--- config.mk ---
export PLATFORM = sky130hd
export DESIGN_NAME = accumulator_channel_array
export DESIGN_NICKNAME = d
export VERILOG_FILES = /design/src/rtl/accumulator_channel_array.sv
export SDC_FILE = /design/constraint.sdc
export NUM_CORES = 1
export LEC_CHECK = 0
export ABC_AREA = 1
export BUFFER_PORTS_ARGS = -buffer_cell sky130_fd_sc_hd__buf_2
export CAP_MARGIN = 20
export CELL_PAD_IN_SITES_DETAIL_PLACEMENT = 2
export CELL_PAD_IN_SITES_GLOBAL_PLACEMENT = 2
export CORE_MARGIN = 2
export CORE_UTILIZATION = 30
export CTS_BUF_LIST = sky130_fd_sc_hd__clkbuf_4
export DETAILED_ROUTE_END_ITERATION = 7
export GPL_TIMING_DRIVEN = 0
export PLACE_DENSITY_LB_ADDON = 0.1
export SLEW_MARGIN = 10
export SYNTH_ARGS = -nofsm -noshare
export SYNTH_HDL_FRONTEND = slang
export SYNTH_SLANG_ARGS = --single-unit
--- constraint.sdc ---
create_clock -name clk -period 7.51 [get_ports clk]
set_input_delay 1.502 -clock clk [delete_from_list [all_inputs] [get_ports clk]]
set_output_delay 1.502 -clock clk [all_outputs]
set_load 0.005 [all_outputs]
--- src/rtl/accumulator_channel_array.sv ---
// Multi-channel windowed decimating accumulator with saturation, feeding one
// framed serial output (start marker, programmable bit period, drop counter).
module accumulator_channel_array #(
    parameter int NUM_CH    = 4,
    parameter int ACC_WIDTH = 16,
    parameter int DSR_WIDTH = 16,
    parameter int DIV_WIDTH = 4
) (
    input  logic                 clk,
    input  logic                 reset,
    input  logic [NUM_CH-1:0]    dataIn,
    input  logic [NUM_CH-1:0]    chanEnable,
    input  logic                 signedMode,
    input  logic [DSR_WIDTH-1:0] DSRatio,
    input  logic [DIV_WIDTH-1:0] serialDiv,
    output logic                 serialOut,
    output logic                 serialStart,
    output logic                 serialBusy,
    output logic [NUM_CH-1:0]    overflowFlags,
    output logic [7:0]           dropCount
);

    localparam int FRAME_BITS = NUM_CH * ACC_WIDTH;
    localparam int BIT_CNT_W  = $clog2(FRAME_BITS);

    localparam logic [ACC_WIDTH-1:0] ACC_ONE = ACC_WIDTH'(1);
    localparam logic [ACC_WIDTH-1:0] U_MAX   = '1;
    localparam logic [ACC_WIDTH-1:0] S_MAX   = {1'b0, {(ACC_WIDTH-1){1'b1}}};
    localparam logic [ACC_WIDTH-1:0] S_MIN   = {1'b1, {(ACC_WIDTH-1){1'b0}}};
    localparam logic [DSR_WIDTH-1:0] DSR_ONE = DSR_WIDTH'(1);
    localparam logic [DIV_WIDTH-1:0] DIV_ONE = DIV_WIDTH'(1);
    localparam logic [BIT_CNT_W-1:0] BIT_ONE  = BIT_CNT_W'(1);
    localparam logic [BIT_CNT_W-1:0] LAST_BIT = BIT_CNT_W'(FRAME_BITS - 1);

    typedef enum logic {
        IDLE,
        SHIFT
    } state_t;

    logic [ACC_WIDTH-1:0]  acc_q [NUM_CH];
    logic [ACC_WIDTH-1:0]  accSum [NUM_CH];
    logic [NUM_CH-1:0]     satNow;
    logic [NUM_CH-1:0]     satFlag_q;
    logic [NUM_CH-1:0]     overflow_q;
    logic [DSR_WIDTH-1:0]  cnt_q;
    logic [FRAME_BITS-1:0] snapshot_q;
    logic                  snapshotValid_q;
    logic                  windowActive;
    logic                  windowEnd;

    state_t                state_q;
    logic [FRAME_BITS-1:0] shift_q;
    logic [DIV_WIDTH-1:0]  div_q;
    logic [DIV_WIDTH-1:0]  divCnt_q;
    logic [BIT_CNT_W-1:0]  bitCnt_q;
    logic                  serialOut_q;
    logic                  serialStart_q;
    logic                  serialBusy_q;
    logic [7:0]            dropCount_q;
    logic                  bitDone;
    logic                  frameDone;
    logic                  loadFrame;
    logic                  dropFrame;

    assign windowActive = (DSRatio != '0);
    // Using >= lets a window end at once when DSRatio shrinks below the count.
    assign windowEnd    = windowActive && (cnt_q >= (DSRatio - DSR_ONE));

    // Accumulator value including this cycle's sample, clamped at the mode's range.
    always_comb begin
        for (int ch = 0; ch < NUM_CH; ch++) begin
            accSum[ch] = acc_q[ch];
            satNow[ch] = 1'b0;
            if (chanEnable[ch]) begin
                if (dataIn[ch]) begin
                    if (acc_q[ch] == (signedMode ? S_MAX : U_MAX)) begin
                        satNow[ch] = 1'b1;
                    end else begin
                        accSum[ch] = acc_q[ch] + ACC_ONE;
                    end
                end else if (signedMode) begin
                    if (acc_q[ch] == S_MIN) begin
                        satNow[ch] = 1'b1;
                    end else begin
                        accSum[ch] = acc_q[ch] - ACC_ONE;
                    end
                end
            end
        end
    end

    always_ff @(posedge clk) begin
        if (reset) begin
            cnt_q           <= '0;
            satFlag_q       <= '0;
            overflow_q      <= '0;
            snapshot_q      <= '0;
            snapshotValid_q <= 1'b0;
            for (int ch = 0; ch < NUM_CH; ch++) begin
                acc_q[ch] <= '0;
            end
        end else begin
            snapshotValid_q <= windowEnd;
            if (!windowActive) begin
                cnt_q     <= '0;
                satFlag_q <= '0;
                for (int ch = 0; ch < NUM_CH; ch++) begin
                    acc_q[ch] <= '0;
                end
            end else if (windowEnd) begin
                cnt_q      <= '0;
                satFlag_q  <= '0;
                overflow_q <= (satFlag_q | satNow) & chanEnable;
                for (int ch = 0; ch < NUM_CH; ch++) begin
                    acc_q[ch] <= '0;
                    snapshot_q[ch*ACC_WIDTH +: ACC_WIDTH] <= chanEnable[ch] ? accSum[ch] : '0;
                end
            end else begin
                cnt_q     <= cnt_q + DSR_ONE;
                satFlag_q <= satFlag_q | satNow;
                for (int ch = 0; ch < NUM_CH; ch++) begin
                    acc_q[ch] <= accSum[ch];
                end
            end
        end
    end

    assign bitDone   = (divCnt_q == div_q);
    assign frameDone = (state_q == SHIFT) && bitDone && (bitCnt_q == LAST_BIT);
    // The last cycle of the last bit can accept a new frame without a gap.
    assign loadFrame = snapshotValid_q && ((state_q == IDLE) || frameDone);
    assign dropFrame = snapshotValid_q && (state_q == SHIFT) && !frameDone;

    always_ff @(posedge clk) begin
        if (reset) begin
            state_q       <= IDLE;
            shift_q       <= '0;
            div_q         <= '0;
            divCnt_q      <= '0;
            bitCnt_q      <= '0;
            serialOut_q   <= 1'b0;
            serialStart_q <= 1'b0;
            serialBusy_q  <= 1'b0;
            dropCount_q   <= '0;
        end else begin
            if (dropFrame && (dropCount_q != 8'hFF)) begin
                dropCount_q <= dropCount_q + 8'd1;
            end
            if (loadFrame) begin
                state_q       <= SHIFT;
                shift_q       <= snapshot_q;
                div_q         <= serialDiv;
                divCnt_q      <= '0;
                bitCnt_q      <= '0;
                serialOut_q   <= snapshot_q[FRAME_BITS-1];
                serialStart_q <= 1'b1;
                serialBusy_q  <= 1'b1;
            end else begin
                case (state_q)
                    IDLE: begin
                        serialOut_q   <= 1'b0;
                        serialStart_q <= 1'b0;
                        serialBusy_q  <= 1'b0;
                    end
                    SHIFT: begin
                        if (frameDone) begin
                            state_q       <= IDLE;
                            serialOut_q   <= 1'b0;
                            serialStart_q <= 1'b0;
                            serialBusy_q  <= 1'b0;
                        end else if (bitDone) begin
                            divCnt_q      <= '0;
                            bitCnt_q      <= bitCnt_q + BIT_ONE;
                            shift_q       <= shift_q << 1;
                            serialOut_q   <= shift_q[FRAME_BITS-2];
                            serialStart_q <= 1'b0;
                        end else begin
                            divCnt_q <= divCnt_q + DIV_ONE;
                        end
                    end
                    default: begin
                        state_q <= IDLE;
                    end
                endcase
            end
        end
    end

    assign serialOut     = serialOut_q;
    assign serialStart   = serialStart_q;
    assign serialBusy    = serialBusy_q;
    assign overflowFlags = overflow_q;
    assign dropCount     = dropCount_q;

endmodule
==> results.md <==
- Hold depth: 1
- Period utilization: between 60% and 70%
- Grt met1 use: between 20% and 30%
- Finish-stage setup viols: 0
- DPL Wire Length: a little over 40000 um
- Port bufs: 42
- Pin count of the biggest net entering global routing: 11
- Max Fanout on Critical Path: 10
- Worst vdd rail ir drop: between 0.08 and 0.09 mV
- Crit end category: register
- DRC: 0
- Final Cell Area: 0.0166 mm^2
- DP Worst Slack: ~1900 ps
- Met2 usage: approximately 37%
- Max Clock Freq: around 0.21 GHz
- Gr busiest metal: met2
- Startpoint types: input port
- Share of cells above drive strength 1: about an eighth
- Total Routing Usage GR: between 20% and 30%
- Kind of critical path: in -> reg
- Pwr/cell area: between 150 and 200 mW/mm^2
- Worst hold start: cnt_q[0]$_SDFF_PP0_
- Rows: 80
- Yosys reg bits: around 240
- Max-Cap Viols: 0
- Area after DPL: ~0.016 mm^2
- Starting DRT DRC Count: roughly 640
- Final min period: around 4800 ps
- R2r startpoint: cnt_q[11]$_SDFF_PP0_
- Worst slew margin: a little over a quarter
- Mean Syn Cell Area: ~6.7 um^2
- Post-layout util: about a third
- Initial Util: approximately 30%
- R2R depth: 12
- Nets: ~2400
- Postcts setup bufs: 0
- Hold WS: around 460 ps
- Wirelength, routed: 53400 um
- Crit path arrival time: around 5400 ps
- Crit path max-delay cell type: clkbuf_1
- Post-synthesis cell type with the largest combined area: dfxtp_1
- Core footprint: between 0.04 and 0.05 mm^2
- Vias in the first global route: approximately 16000
- Clk buf depth: 3
- I/O pin count: 46
- Slew Viols, Final: 0
- CTS Sinks: 242
- Synth top area share: between 20% and 30%
- Height of the die: around 220 um
- Cell family with most CP delay: simple AND/OR/NAND/NOR gates
- Router iterations before antenna repair: 5
- H-tree depth: 3
- RSZ-0062 raised after global routing: false
- Post-synth top cells: nand2_1, nor2_1, a21oi_1
- Worst Setup SP: DSRatio[0]
- Routed wire length per instance: approximately 18 um
- Vias: around 15000
- First-pass GRT wire length: around 87000 um
- Unique masters post-synth: 45
- Crit path cell chain: buf_2 -> inv_1 -> nand3_1 -> nor3_1 -> nand2_1 -> nor4_1 -> nand3_1 -> xor2_1 -> inv_1 -> ha_1 -> nand2_1 -> nor3_1 -> nand2_1 -> nand3_1 -> nand2_2 -> inv_1 -> clkbuf_1 -> nand4_1 -> a21oi_1
- Slew @ Worst Pin: 1100 ps
- WP buf/inv: 5
- Critical Path RT: roughly 8200 ps
- Syn Std Cell Area: approximately 0.014 mm^2
- Post-synth ARST share: 0%
- Number of synthesized flops with an enable pin: 64
- Reg-to-Reg End: snapshot_q[14]$_SDFFE_PP0N_
- Hold Fails Final Rpt: 0
- CP peak stage delay: approximately 580 ps
- Sequential share of the synthesized area: a little under two fifths
- Most common cell in the netlist: nand2_1
- CTS Hold Bufs: 0
- Min-Delay Path Class: reg -> reg
- CTS tree: built
- TritonCTS Buffers: 76
- Routed Antenna Nets: 0
- Synth Flop Type: dfxtp_1
- Status: complete, no violations
- Clock-pin slew on the worst setup and hold paths: ~60 ps
- Met3 Usage GRT: under 10%
- Post-CTS resize count: 0
- Initial antenna violation count: 2
- CTS Root Cell: clkbuf_4
- Vias/cell: 4.94
- Area contributors post-synth: dfxtp_1, nand2_1, edfxtp_1
- Grt ovf: 0
- Post-Synthesis Cells: approximately 2100
- Die area: between 0.04 and 0.05 mm^2
- Hold Path Sink: cnt_q[0]$_SDFF_PP0_
- Final GP Congestion: 0.836
- YS warnings: 0
- Clock Latency Late Sink: approximately 800 ps
- Horiz. Die Dim: approximately 220 um
- Static leakage: between 7 and 8 nW
- Layout area overhead: 15.2%
- Setup TNS: 0 ps
- Worst setup margin: 2720 ps
- Reg2Reg Setup Slack: between 4000 and 5000 ps
- Clock Skew: 67.0 ps
==> sequential cells by signal (all words and copies together) (netlist names), 4 cells and up <==
signal	cells
cnt_q	16
acc_q	64
snapshot_q	64
bitCnt_q	6
divCnt_q	4
overflowFlags	4
dropCount	8
satFlag_q	4
div_q	4
shift_q	63
==> placed cells by master (no fill, tap or decap), types with 3 or more instances in the layout <==
| cell | Yosys | layout |
|---|---|---|
| inv_2 | 8 | 12 |
| inv_1 | 162 | 162 |
| nor4_1 | 5 | 5 |
| nor3_2 | 3 | 3 |
| dfxtp_1 | 178 | 178 |
| nand3_2 | 3 | 3 |
| o21ai_0 | 67 | 67 |
| nand2_2 | 8 | 8 |
| nand3_1 | 158 | 158 |
| o211ai_1 | 4 | 4 |
| nand2_1 | 705 | 705 |
| edfxtp_1 | 64 | 64 |
| buf_2 | 27 | 69 |
| clkbuf_1 | 33 | 33 |
| nand4_1 | 52 | 52 |
| nor2_1 | 259 | 259 |
| ha_1 | 33 | 33 |
| conb_1 | 1 | 64 |
| nor2_2 | 5 | 5 |
| clkinv_1 | 4 | 15 |
| o31ai_1 | 4 | 4 |
| a21oi_1 | 182 | 182 |
| clkbuf_4 | 0 | 120 |
| xnor2_1 | 6 | 6 |
| nand3b_1 | 5 | 5 |
| or2_2 | 7 | 7 |
| nor3b_1 | 9 | 9 |
| nor3_1 | 32 | 32 |
| xor2_1 | 29 | 29 |
| buf_6 | 10 | 10 |
| a21oi_2 | 42 | 42 |
| buf_4 | 11 | 11 |
==> layout make-up <==
class / count / area, um^2
timing repair buffer: 42 / 210
clock buffer: 120 / 901
buffer: 85 / 472
antenna: 2 / 5.00
inverter: 174 / 653
tap: 615 / 769
sequential: 242 / 5490
multi-input combinational: 1700 / 8000
clock inverter: 16 / 63.8
fill: 5826 / 31000
==> per-layer routing <==
layer	wire length [um]	vias to the layer above	share of wire [%]
li1	-	7322	-
met4	1460	0	2.7
met2	25300	183	47
met5	0	-	0
met1	25100	7203	47
met3	1580	95	2.9
==> worst register-to-register path: cells and delay by family, from the launching register on <==
family	cells	cell delay (ps)
AO/OA/AOI/OAI	1	190
adder cells (fa/ha/maj)	1	310
buffers and inverters	3	820
flip-flops	1	350
AND/OR/NAND/NOR	7	1000
==> how the worst max path moves through the flow <==
stage,end,slack [ps],cells past startpoint
after detailed placement,snapshot_q[14]$_SDFFE_PP0N_,1930,19
after global placement,acc_q[0][6]$_SDFFCE_PN0P_,2020,19
after CTS,snapshot_q[14]$_SDFFE_PP0N_,2710,19
after global routing,snapshot_q[13]$_SDFFE_PP0N_,2270,19
final,snapshot_q[14]$_SDFFE_PP0N_,2720,19
after floorplan,acc_q[0][13]$_SDFFCE_PN0P_,3240,18
==> stage by stage <==
stage / std cells / power [mW]
final: 2996 / 3.10
after global routing: 2996 / 3.28
after CTS: 2994 / 3.17
after detailed placement: 2858 / 1.78
after global placement: 2858 / 1.76
after floorplan: 2201 / 1.65
==> where the power goes <==
| group | internal (mW) | total [mW] | switching [mW] | leakage [nW] |
|---|---|---|---|---|
| Sequential | 1.37 | 1.41 | 0.0372 | 2.09 |
| Clock | 0.721 | 1.35 | 0.632 | 0.586 |
| Combinational | 0.0947 | 0.342 | 0.248 | 4.51 |
| Total | 2.19 | 3.10 | 0.917 | 7.19 |
==> logic make-up after synthesis <==
group / Yosys count / share of synthesized area [%]
buf+inv: 259 / 7.83
simple gates: 1259 / 36.8
flops: 242 / 38.2
fa+ha+maj: 33 / 2.87
xor+xnor: 35 / 2.13
compound gates: 309 / 12.1
other cells: 1 / 0.0261
Power figures use the tool's default switching activity.
